`config.mk`:
```
export PLATFORM = sky130hd
export DESIGN_NAME = imem_loader_flat
export DESIGN_NICKNAME = d
export VERILOG_FILES = /design/src/rtl/imem_loader_if.sv /design/src/rtl/imem_loader.sv /design/src/flat_wrapper.sv
export SDC_FILE = /design/constraint.sdc
export NUM_CORES = 1
export LEC_CHECK = 0
export ABC_AREA = 1
export BUFFER_PORTS_ARGS = -buffer_cell sky130_fd_sc_hd__buf_2
export CORE_ASPECT_RATIO = 1.5
export CORE_MARGIN = 2
export CORE_UTILIZATION = 30
export CTS_BUF_LIST = sky130_fd_sc_hd__clkbuf_2
export CTS_CLUSTER_SIZE = 16
export DETAILED_ROUTE_END_ITERATION = 12
export HOLD_SLACK_MARGIN = 0.1
export PLACE_DENSITY = 0.45
export SYNTH_ARGS = -nofsm -noshare
export SYNTH_HDL_FRONTEND = slang
export SYNTH_SLANG_ARGS = --single-unit
export TNS_END_PERCENT = 1
```
`constraint.sdc`:
```
create_clock -name clk -period 3.4 [get_ports clk]
set_clock_uncertainty 0.15 [all_clocks]
set_input_delay 0.51 -clock clk [delete_from_list [all_inputs] [get_ports clk]]
set_output_delay 0.51 -clock clk [all_outputs]
set_load 0.1 [all_outputs]
```
`src/rtl/imem_loader_if.sv`:
```
`default_nettype none
// ============================================================================
// Module      : imem_loader_if
// Description : Host byte link, CPU fetch address, instruction-memory write
//               port and loader status bundled for the imem_loader block.
// Revision    : 1.0  initial release
// ============================================================================
interface imem_loader_if #(
    parameter int ADDR_W = 6
);
    // host byte link
    logic              load_start;
    logic [7:0]        rx_data;
    logic              rx_valid;
    logic              rx_ready;
    // CPU fetch address and instruction-memory port
    logic [ADDR_W-1:0] pc_a;
    logic [ADDR_W-1:0] imem_a;
    logic              imem_we;
    logic [31:0]       imem_wd;
    // status
    logic              cpu_hold;
    logic              busy;
    logic              done;
    logic              error;

    // loader side
    modport slave (
        input  load_start, rx_data, rx_valid, pc_a,
        output rx_ready, imem_a, imem_we, imem_wd, cpu_hold, busy, done, error
    );

    // host / system side
    modport master (
        output load_start, rx_data, rx_valid, pc_a,
        input  rx_ready, imem_a, imem_we, imem_wd, cpu_hold, busy, done, error
    );
endinterface
`default_nettype wire

```
`src/rtl/imem_loader.sv`:
```
`default_nettype none
// ============================================================================
// Module      : imem_loader
// Description : Boot/reload controller for the instruction memory. Receives a
//               word-count header and big-endian 32-bit words over a byte
//               link, writes them from address 0 while the CPU is held, then
//               returns the memory address to the CPU fetch address.
// Revision    : 1.0  initial release
// ============================================================================
module imem_loader #(
    parameter int ADDR_W       = 6,
    parameter int TIMEOUT      = 65535,
    parameter bit RUN_ON_RESET = 1'b1
) (
    input  wire logic     clk,
    input  wire logic     reset,
    imem_loader_if.slave  bus
);

    localparam int c_DEPTH  = 2 ** ADDR_W;
    localparam int c_IDLE_W = (TIMEOUT < 2) ? 1 : $clog2(TIMEOUT + 1);
    // Counter value at which one more idle cycle means the timeout has expired
    localparam logic [c_IDLE_W-1:0] c_IDLE_LAST =
        c_IDLE_W'((TIMEOUT == 0) ? 0 : TIMEOUT - 1);

    localparam logic [2:0] c_ST_IDLE = 3'd0;
    localparam logic [2:0] c_ST_HDR  = 3'd1;
    localparam logic [2:0] c_ST_DATA = 3'd2;
    localparam logic [2:0] c_ST_RUN  = 3'd3;
    localparam logic [2:0] c_ST_ERR  = 3'd4;
    localparam logic [2:0] c_ST_RESET = RUN_ON_RESET ? c_ST_RUN : c_ST_IDLE;

    // registered state
    logic [2:0]          r_state;
    logic [ADDR_W-1:0]   r_waddr;
    logic [1:0]          r_bidx;
    logic [ADDR_W:0]     r_wcnt;
    logic [c_IDLE_W-1:0] r_idle;
    logic [23:0]         r_asm;
    logic                r_we;
    logic [31:0]         r_wd;
    logic                r_done;

    // next-state values
    logic [2:0]          w_state_nxt;
    logic [ADDR_W-1:0]   w_waddr_nxt;
    logic [1:0]          w_bidx_nxt;
    logic [ADDR_W:0]     w_wcnt_nxt;
    logic [c_IDLE_W-1:0] w_idle_nxt;
    logic [23:0]         w_asm_nxt;
    logic                w_we_nxt;
    logic [31:0]         w_wd_nxt;
    logic                w_done_nxt;

    logic w_in_load;
    logic w_accept;
    logic w_timeout;
    logic w_hdr_bad;
    logic w_last_write;

    // Loading states own the byte link; everything else is derived from state
    assign w_in_load    = (r_state == c_ST_HDR) || (r_state == c_ST_DATA);
    assign w_accept     = bus.rx_valid && w_in_load;
    assign w_timeout    = (TIMEOUT != 0) && w_in_load && !w_accept &&
                          (r_idle == c_IDLE_LAST);
    assign w_hdr_bad    = (bus.rx_data == 8'd0) ||
                          (int'({24'd0, bus.rx_data}) > c_DEPTH);
    // The write cycle of the final word: wcnt reaches 0 on the closing edge
    assign w_last_write = r_we && (r_wcnt == (ADDR_W + 1)'(1));

    assign bus.rx_ready = w_in_load;
    assign bus.busy     = w_in_load;
    assign bus.cpu_hold = (r_state != c_ST_RUN);
    assign bus.error    = (r_state == c_ST_ERR);
    assign bus.imem_a   = (r_state == c_ST_RUN) ? bus.pc_a : r_waddr;
    assign bus.imem_we  = r_we;
    assign bus.imem_wd  = r_wd;
    assign bus.done     = r_done;

    // State register: async reset drops any in-flight write immediately
    always_ff @(posedge clk or posedge reset) begin
        if (reset) begin
            r_state <= c_ST_RESET;
            r_waddr <= '0;
            r_bidx  <= '0;
            r_wcnt  <= '0;
            r_idle  <= '0;
            r_asm   <= '0;
            r_we    <= 1'b0;
            r_wd    <= '0;
            r_done  <= 1'b0;
        end else begin
            r_state <= w_state_nxt;
            r_waddr <= w_waddr_nxt;
            r_bidx  <= w_bidx_nxt;
            r_wcnt  <= w_wcnt_nxt;
            r_idle  <= w_idle_nxt;
            r_asm   <= w_asm_nxt;
            r_we    <= w_we_nxt;
            r_wd    <= w_wd_nxt;
            r_done  <= w_done_nxt;
        end
    end

    // Next-state logic: header check, byte assembly, write sequencing, timeout
    always_comb begin
        w_state_nxt = r_state;
        w_waddr_nxt = r_waddr;
        w_bidx_nxt  = r_bidx;
        w_wcnt_nxt  = r_wcnt;
        w_idle_nxt  = r_idle;
        w_asm_nxt   = r_asm;
        w_we_nxt    = 1'b0;
        w_wd_nxt    = r_wd;
        w_done_nxt  = 1'b0;

        if (w_in_load) begin
            w_idle_nxt = w_accept ? '0 : r_idle + c_IDLE_W'(1);
        end

        case (r_state)
            c_ST_IDLE, c_ST_RUN, c_ST_ERR: begin
                // A byte offered alongside load_start is not accepted here
                if (bus.load_start) begin
                    w_state_nxt = c_ST_HDR;
                    w_waddr_nxt = '0;
                    w_bidx_nxt  = '0;
                    w_idle_nxt  = '0;
                end
            end

            c_ST_HDR: begin
                if (w_accept) begin
                    if (w_hdr_bad) begin
                        w_state_nxt = c_ST_ERR;
                    end else begin
                        w_wcnt_nxt  = (ADDR_W + 1)'(bus.rx_data);
                        w_state_nxt = c_ST_DATA;
                    end
                end else if (w_timeout) begin
                    w_state_nxt = c_ST_ERR;
                end
            end

            c_ST_DATA: begin
                // The edge closing a write cycle advances the address/count
                if (r_we) begin
                    w_waddr_nxt = r_waddr + ADDR_W'(1);
                    w_wcnt_nxt  = r_wcnt - (ADDR_W + 1)'(1);
                end
                // Big-endian assembly; the fourth byte launches the write
                if (w_accept) begin
                    case (r_bidx)
                        2'd0:    w_asm_nxt[23:16] = bus.rx_data;
                        2'd1:    w_asm_nxt[15:8]  = bus.rx_data;
                        2'd2:    w_asm_nxt[7:0]   = bus.rx_data;
                        default: begin
                            w_we_nxt = 1'b1;
                            w_wd_nxt = {r_asm, bus.rx_data};
                        end
                    endcase
                    w_bidx_nxt = r_bidx + 2'd1;
                end
                if (w_last_write) begin
                    w_state_nxt = c_ST_RUN;
                    w_done_nxt  = 1'b1;
                    w_we_nxt    = 1'b0;
                end else if (w_timeout) begin
                    // Any partially assembled word is simply abandoned
                    w_state_nxt = c_ST_ERR;
                end
            end

            default: begin
                w_state_nxt = c_ST_RESET;
            end
        endcase
    end

endmodule
`default_nettype wire

```
`src/flat_wrapper.sv`:
```
// flat-port wrapper written by rule: the top's interface ports become plain ports
module imem_loader_flat 
#(
    parameter int ADDR_W       = 6,
    parameter int TIMEOUT      = 65535,
    parameter bit RUN_ON_RESET = 1'b1
)
  (clk, reset, bus_load_start, bus_rx_data, bus_rx_valid, bus_pc_a, bus_rx_ready, bus_imem_a, bus_imem_we, bus_imem_wd, bus_cpu_hold, bus_busy, bus_done, bus_error);
  imem_loader_if #(.ADDR_W(ADDR_W)) bus_i ();
  input  wire logic clk;
  input  wire logic reset;
  input wire logic [$bits(bus_i.load_start)-1:0] bus_load_start;
  input wire logic [$bits(bus_i.rx_data)-1:0] bus_rx_data;
  input wire logic [$bits(bus_i.rx_valid)-1:0] bus_rx_valid;
  input wire logic [$bits(bus_i.pc_a)-1:0] bus_pc_a;
  output wire logic [$bits(bus_i.rx_ready)-1:0] bus_rx_ready;
  output wire logic [$bits(bus_i.imem_a)-1:0] bus_imem_a;
  output wire logic [$bits(bus_i.imem_we)-1:0] bus_imem_we;
  output wire logic [$bits(bus_i.imem_wd)-1:0] bus_imem_wd;
  output wire logic [$bits(bus_i.cpu_hold)-1:0] bus_cpu_hold;
  output wire logic [$bits(bus_i.busy)-1:0] bus_busy;
  output wire logic [$bits(bus_i.done)-1:0] bus_done;
  output wire logic [$bits(bus_i.error)-1:0] bus_error;
  assign bus_i.load_start = bus_load_start;
  assign bus_i.rx_data = bus_rx_data;
  assign bus_i.rx_valid = bus_rx_valid;
  assign bus_i.pc_a = bus_pc_a;
  assign bus_rx_ready = bus_i.rx_ready;
  assign bus_imem_a = bus_i.imem_a;
  assign bus_imem_we = bus_i.imem_we;
  assign bus_imem_wd = bus_i.imem_wd;
  assign bus_cpu_hold = bus_i.cpu_hold;
  assign bus_busy = bus_i.busy;
  assign bus_done = bus_i.done;
  assign bus_error = bus_i.error;
  imem_loader #(.ADDR_W(ADDR_W), .TIMEOUT(TIMEOUT), .RUN_ON_RESET(RUN_ON_RESET)) u_core (.clk(clk), .reset(reset), .bus(bus_i));
endmodule
```
==> metrics, run 1 <==
status complete, no violations; Post-Synthesis Cells 515; setup violators final 0; final WL 10800 um; LEAKAGE 2.79 nW; Synth warnings 0; die area 0.0162 mm2; Root Buffer clkbuf_2; FP Rows 55; EDFF count, synth 0; most used cell, CP nand2_2; grt ovf 0; Yosys cell types 38; PwrDens 747 mW/mm2; share of layout cells above drive strength 1 0.201; Worst Hold Class in -> reg; cell family with most CP delay simple AND/OR/NAND/NOR gates; TritonRoute pass-1 iters 4; initial drt markers 117; Netlist Area Pre-Place 0.00456 mm2; Die H 155 um; vias per inst 4.49; top cells by area, synth dfrtp_1, nand2_1, mux2_4; largest net degree at the start of global routing 46; most frequent cell after synthesis nand2_1; Setup Total Neg Slack 0 ns; max layer used met4; total CTS buffers 9; post-CTS sizing 0; Synth area leader dfrtp_1; area growth from synthesis to layout 14.1%; syn avg cell area 8.85 um2; fin crit share 0.872; dpl hpwl 7830 um; worst slew pin tran 0.608 ns; share of synthesized flip-flops with an asynchronous set or reset 1.00; Starting Density 0.304; CP Cell Sequence inv_1 -> nor2_4 -> nand2_2 -> nand2_2 -> buf_2; clk slew on worst S/H paths 0.25 ns; share of Yosys cell area claimed by the top area cell type 0.494; Setup crit end kind output port; drt wl/cell 13.7 um; latest clock arrival within the worst-skew pair 0.56 ns; Routed Antenna Nets 0; global-route wire length before repair 17900 um; RSZ-0062 raised after global routing no; RD Place Congestion 0.839; Synth Flop Type dfrtp_1; Layout Nets 609; IO Port Bufs 61; Yosys reg bits 92; Max-Cap Viols 0; Slew Viols, Final 0; total power 3.88 mW; I/O Pins 62; crit path max-delay cell type dfstp_2; Met1 Wirelength 4900 um; worst-path fanout max 11; WP data arrival 2.30 ns; DRC 0; minimum clock period 2.96 ns; Via Count 3536; clock buffer depth 2; Seq/Total Area, Yosys 0.506; Die W 105 um; Met2 Wirelength 5350 um; Worst Path Required 2.74 ns; initial antenna violation count 1; WL met3 409 um; Final Hold Viols 0; Rel. slew slack 0.595; Post-synth top cells nand2_1, dfrtp_1, inv_1; syn nets 542; GRT Total Usage 0.139; crit-path max cell delay 0.59 ns; Worst setup SP type flop; vias in the first global route 3501; core footprint 0.0150 mm2; CTS sink cnt 92; CTS HTree Levels 3; VDD IR-drop max 0.399 mV; Max Fclk 337 MHz; Crit path buffers/inverters 2; CP Class reg -> out; CTS tree done
-- timing repair --
action,4_1_cts,5_1_grt
hold buffers,4,0
hold endpoints to repair,32,0
buffers inserted,0,0
-- cells by family after synthesis --
| family | Yosys count | share of synthesized area |
|---|---|---|
| and+or+nand+nor | 249 | 0.236 |
| DFF | 92 | 0.506 |
| AOI/OAI and AO/OA | 70 | 0.0821 |
| buffers and inverters | 66 | 0.0634 |
| muxes | 24 | 0.0782 |
| adders and majority gates | 9 | 0.0247 |
| xor gates and xnor gates | 5 | 0.00961 |
-- power breakdown --
part | internal, mW | leakage [nW] | switching, mW | total [mW]
sequential | 1.36 | 1.24 | 0.178 | 1.54
clock | 0.102 | 0.0633 | 0.400 | 0.502
combinational | 0.398 | 1.49 | 1.45 | 1.84
total | 1.86 | 2.79 | 2.03 | 3.88
-- tightest hold or removal path, cell delays in order --
cell     delay, ns
buf_2         0.13
inv_1         0.13
o21ai_0       0.10
-- flip-flops by register name, indices dropped and copies added (netlist names) --
signal	flops
u_core.r_idle	16
u_core.r_asm	24
u_core.bus.imem_wd	32
u_core.bus.done	1
u_core.r_bidx	2
u_core.r_state	3
u_core.r_waddr	6
u_core.bus.imem_we	1
u_core.r_wcnt	7
-- placed cells by master, fill, tap and decap left out, types with 2 or more instances in the layout --
| cell | instances |
|---|---|
| o21bai_1 | 3 |
| a21oi_1 | 10 |
| nand3_1 | 27 |
| nor2_1 | 47 |
| nor3_1 | 7 |
| dlygate4sd3_1 | 4 |
| xor2_1 | 3 |
| dfrtp_1 | 90 |
| mux2_4 | 23 |
| o21a_1 | 2 |
| buf_2 | 61 |
| inv_1 | 52 |
| ha_1 | 9 |
| xnor2_1 | 2 |
| clkinv_4 | 2 |
| nand2_2 | 3 |
| clkinv_2 | 2 |
| nor2_2 | 3 |
| dfstp_2 | 2 |
| nand4_1 | 9 |
| nand2_4 | 3 |
| clkbuf_2 | 9 |
| nand2_1 | 144 |
| o21ai_0 | 49 |
| clkinv_1 | 3 |
-- final timing paths --
path                                            start  depth (start not counted)  slack, ns                endpoint
min in group asynchronous                       reset                          3       0.30  u_core.bus.imem_wd[29]
worst max register to register      u_core.r_state[1]                         11       1.08        u_core.r_wcnt[5]
worst min register to register  u_core.bus.imem_wd[4]                          2       0.36   u_core.bus.imem_wd[4]
worst max-delay path                u_core.r_state[1]                          5       0.44            bus_rx_ready
max in group asynchronous                       reset                          4       2.05       u_core.r_state[1]
worst min-delay path                   bus_rx_data[0]                          3       0.17         u_core.r_asm[8]
-- layer usage --
layer | GRT usage | up-vias
met1 | 0.174 | 1659
li1 | - | 1798
met2 | 0.243 | 72
met5 | 0 | -
met4 | 0.0438 | 0
met3 | 0.0247 | 7
-- per-stage QoR --
step / util / hold slack, ns / instance area (um2) / instances / setup WS, ns
after floorplan: - / 0.299 / 4560 / 515 / -0.728
after global placement: 0.337 / 0.313 / 5060 / 766 / 1.07
after detailed placement: 0.337 / 0.320 / 5060 / 766 / 1.05
after CTS: 0.346 / 0.102 / 5200 / 786 / 0.350
after global routing: 0.347 / 0.135 / 5200 / 787 / 0.249
final: 0.347 / 0.167 / 5200 / 787 / 0.437
-- final cells by class --
cell class	instances	area, um2
Fill cell	1637	9800
Sequential cell	92	2300
Multi-Input combinational cell	357	1960
Timing Repair Buffer	67	373
Tap cell	199	249
Inverter	55	210
Clock inverter	7	50.0
Clock buffer	9	45.0
Antenna cell	1	2.50
Power figures use the tool's default switching activity.
==> run 2: changes to the inputs <==
--- a/config.mk
+++ b/config.mk
@@ -13,8 +13,9 @@
 export CTS_BUF_LIST = sky130_fd_sc_hd__clkbuf_2
 export CTS_CLUSTER_SIZE = 16
 export DETAILED_ROUTE_END_ITERATION = 12
+export GPL_TIMING_DRIVEN = 1
 export HOLD_SLACK_MARGIN = 0.1
-export PLACE_DENSITY = 0.45
+export PLACE_DENSITY = 0.57
 export SYNTH_ARGS = -nofsm -noshare
 export SYNTH_HDL_FRONTEND = slang
 export SYNTH_SLANG_ARGS = --single-unit
==> run 2 against run 1 <==
Critical path depth unchanged. Via count up 1.3%. Non-clock buffer count down 1. Largest cell class unchanged. Sequential power about the same. Critical path type unchanged. Die area unchanged.
==> metrics, run 2 (synthesis results as in run 1) <==
status complete, no violations; dpl hpwl 7590 um; die area 0.0162 mm2; clk slew on worst S/H paths 0.26 ns; GRT Total Usage 0.131; worst-path fanout max 11; Die H 155 um; fin crit share 0.862; antenna diode count 0; total power 3.86 mW; core footprint 0.0150 mm2; PwrDens 747 mW/mm2; TritonRoute pass-1 iters 5; minimum clock period 2.93 ns; Final Hold Viols 0; share of layout cells above drive strength 1 0.203; I/O Pins 62; Via Count 3583; total CTS buffers 9; Starting Density 0.304; post-CTS sizing 0; VDD IR-drop max 0.401 mV; Setup crit end kind output port; Routed Antenna Nets 0; vias per inst 4.56; most frequent cells in the layout nand2_1, dfrtp_1, buf_2, inv_1, o21ai_0; CTS HTree Levels 3; setup violators final 0; grt ovf 0; most common cell after layout, fill and taps aside nand2_1; final WL 10200 um; initial drt markers 171; WP data arrival 2.27 ns; clock buffer depth 2; RD Place Congestion 0.870; LEAKAGE 2.78 nW; Slew Viols, Final 0; vias in the first global route 3406; DRC 0; R2R Setup Slk 1.08 ns; CP Class reg -> out; max reg flops 32; drt wl/cell 13.0 um; Max-Cap Viols 0; RSZ-0062 raised after global routing no; largest net degree at the start of global routing 43; CTS tree done; DP Worst Slack 1.07 ns; FP Rows 55; Final Worst Setup Slack 0.468 ns; CTS sink cnt 92; global-route wire length before repair 17100 um; postcts setup bufs 0; worst slew pin tran 0.727 ns; Layout Nets 608; Worst Hold Class in -> reg; Root Buffer clkbuf_2; Worst Path Required 2.74 ns; Max Fclk 341 MHz; hold slack 0.193 ns; Die W 105 um; FILL cells 1638; IO Port Bufs 61; area growth from synthesis to layout 13.4%; Rel. slew slack 0.515; initial antenna violation count 0; latest clock arrival within the worst-skew pair 0.54 ns; Worst setup SP type flop; Setup Total Neg Slack 0 ns
## run 2: worst paths after layout
kind,start,end,cells past startpoint
worst max-delay path,u_core.r_state[1],bus_rx_ready,5
worst min-delay path,bus_rx_data[7],u_core.r_asm[15],3
worst max register to register,u_core.r_state[1],u_core.r_wcnt[6],11
worst min register to register,u_core.bus.imem_wd[3],u_core.bus.imem_wd[3],2
max in group asynchronous,reset,u_core.bus.imem_wd[14],4
min in group asynchronous,reset,u_core.r_waddr[5],3
## run 2: area by class of cell
cell class                      count  area (um2)  share of cell area
Sequential cell                    92        2300               0.446
Multi-Input combinational cell    357        1960               0.380
Timing Repair Buffer               66         350              0.0678
Tap cell                          199         249              0.0482
Inverter                           55         210              0.0407
Clock buffer                       10        50.0             0.00969
Clock inverter                      6        38.8             0.00751
## run 2: worst max-delay path: stages, from the launching register on
cell	delay (ns)
dfstp_2	0.59
inv_1	0.09
nor2_4	0.11
nand2_2	0.20
nand2_2	0.26
buf_2	0.48
## run 2: report_power, final
group	total (mW)	switching [mW]	internal, mW
clock network	0.477	0.377	0.100
logic	1.84	1.45	0.397
registers	1.54	0.182	1.36
total	3.86	2.00	1.85
## run 2: through the flow
stage / instances / cell area (um2) / utilization
detailed placement: 766 / 5050 / 0.337
floorplan: 515 / 4560 / -
CTS: 785 / 5170 / 0.344
finish: 785 / 5170 / 0.344
global placement: 766 / 5050 / 0.337
global route: 785 / 5170 / 0.344
## run 2: repair_timing
action / 4_1_cts / 5_1_grt
endpoints found under the hold margin: 41 / 0
hold buffers: 3 / 0
setup endpoints to repair: 0 / 0
## run 2: per-layer routing
layer	wire length, um	vias up	track usage
li1	-	1790	-
met1	4750	1695	0.174
met2	4920	87	0.217
met3	437	11	0.0251
met4	101	0	0.0381
met5	0	-	0
==> run 3: changes to the inputs <==
--- a/config.mk
+++ b/config.mk
@@ -15,7 +15,7 @@
 export DETAILED_ROUTE_END_ITERATION = 12
 export GPL_TIMING_DRIVEN = 1
 export HOLD_SLACK_MARGIN = 0.1
-export PLACE_DENSITY = 0.57
+export PLACE_DENSITY_LB_ADDON = 0.2
 export SYNTH_ARGS = -nofsm -noshare
 export SYNTH_HDL_FRONTEND = slang
 export SYNTH_SLANG_ARGS = --single-unit
==> run 3 against run 2 <==
Hold slack worse by 0.044 ns. Die area stayed put. Fmax is 2.4% lower. Via count fell by 0.70%. Critical path depth unchanged. Worst setup slack worse by 0.071 ns. Sequential share of layout area shrank 0.78 points. Power is 3.6% higher. Routed wire length increased by 4.6%. Final cell count is 0.51% higher. Count of clock-buffer cells in the layout decreased by 1. Highest routed layer unchanged.
==> metrics, run 3 (synthesis results as in run 1) <==
initial drt markers 137; Max-Cap Viols 0; FP Rows 55; PwrDens 760 mW/mm2; setup violators final 0; largest net degree at the start of global routing 42; Starting Density 0.304; Worst Hold Class in -> reg; I/O Pins 62; clk slew on worst S/H paths 0.30 ns; Final Util 0.351; Root Buffer clkbuf_2; area growth from synthesis to layout 15.4%; vias per inst 4.51; final WL 10700 um; placed inst area 0.00507 mm2; most frequent cells in the layout nand2_1, dfrtp_1, buf_2, inv_1, o21ai_0; net switching power 2.05 mW; latest clock arrival within the worst-skew pair 0.58 ns; CTS tree done; fin crit share 0.883; Via Count 3558; Worst Path Required 2.74 ns; LEAKAGE 2.81 nW; die area 0.0162 mm2; design area 0.00526 mm2; most common cell after layout, fill and taps aside nand2_1; grt ovf 0; FILL cells 1630; worst slew pin tran 0.600 ns; CP Class reg -> out; core footprint 0.0150 mm2; initial antenna violation count 1; vias in the first global route 3485; worst-path fanout max 11; drt wl/cell 13.5 um; IO Port Bufs 61; RSZ-0062 raised after global routing no; GRT Total Usage 0.137; global-route wire length before repair 17700 um; Slew Viols, Final 0; TritonRoute pass-1 iters 4; CTS sink cnt 92; CTS HTree Levels 3; Die H 155 um; post-CTS sizing 0; VDD IR-drop max 0.397 mV; Clk network pwr share 0.156; logic gate share of total power 0.460; minimum clock period 3.00 ns; Setup crit end kind output port; Routed Antenna Nets 0; share of layout cells above drive strength 1 0.205; Die W 105 um; Int Power 1.95 mW; total CTS buffers 9; Max Fclk 333 MHz; placed cells 767; total power 4.00 mW; Layout Nets 611; status complete, no violations; Sequential Power Share 0.385; Rel. slew slack 0.600; Final Hold Viols 0; max reg flops 32; WP data arrival 2.34 ns; Non-Filler Instances 789; DRC 0; dpl hpwl 7790 um; switching share of power 0.513; clock buffer depth 2; RD Place Congestion 0.837; postcts setup bufs 0; Worst setup SP type flop
## run 3: power groups by stage
| stage | combinational (mW) | clock, mW | sequential [mW] |
|---|---|---|---|
| finish | 1.84 | 0.622 | 1.54 |
| global route | 2.00 | 0.687 | 1.58 |
| CTS | 1.86 | 0.656 | 1.54 |
| detailed placement | 1.85 | 0 | 1.56 |
| global placement | 1.83 | 0 | 1.56 |
| floorplan | 1.10 | 0 | 1.97 |
## run 3: worst paths after layout
check,from,to,slack [ns],cells after the start
hold / removal,bus_rx_data[5],u_core.r_asm[21],0.15,3
setup reg to reg,u_core.r_state[1],u_core.r_wcnt[3],1.06,11
max in group asynchronous,reset,u_core.r_asm[13],2.18,4
setup / recovery,u_core.r_state[1],bus_rx_ready,0.40,5
hold reg to reg,u_core.bus.imem_wd[7],u_core.bus.imem_wd[7],0.37,2
min in group asynchronous,reset,u_core.r_idle[15],0.28,3
## run 3: routing by layer
metal,GRT usage,vias to the layer above,share of wire
li1,-,1796,-
met1,0.174,1686,0.46
met2,0.234,64,0.49
met3,0.0222,12,0.036
met4,0.0495,0,0.016
met5,0,-,0
## run 3: final cells by class
type,instances,area [um2],area share
inverter,55,210,0.0400
clock inverter,7,93.8,0.0178
tap,199,249,0.0473
multi-input combinational,357,1960,0.373
timing repair buffer,69,390,0.0742
sequential,92,2300,0.438
clock buffer,9,45.0,0.00856
antenna,1,2.50,0.000476
## run 3: critical path, cell delays in order (launching register included)
cell and delay (ns):
dfstp_2 0.60, inv_1 0.08, nor2_4 0.11, nand2_2 0.20, nand2_2 0.28, buf_2 0.48
## run 3: through the flow
step / worst slack, ns / setup TNS, ns / hold slack [ns]
2_1_floorplan: -0.728 / -1.46 / 0.299
3_3_place_gp: 1.07 / 0 / 0.317
3_5_place_dp: 1.06 / 0 / 0.320
4_1_cts: 0.324 / 0 / 0.120
5_1_grt: 0.262 / 0 / 0.130
6_report: 0.398 / 0 / 0.148
## run 3: repair_timing
item | CTS | global route
endpoints found under the setup margin | 0 | 0
endpoints found under the hold margin | 52 | 0
hold buffers | 5 | 0
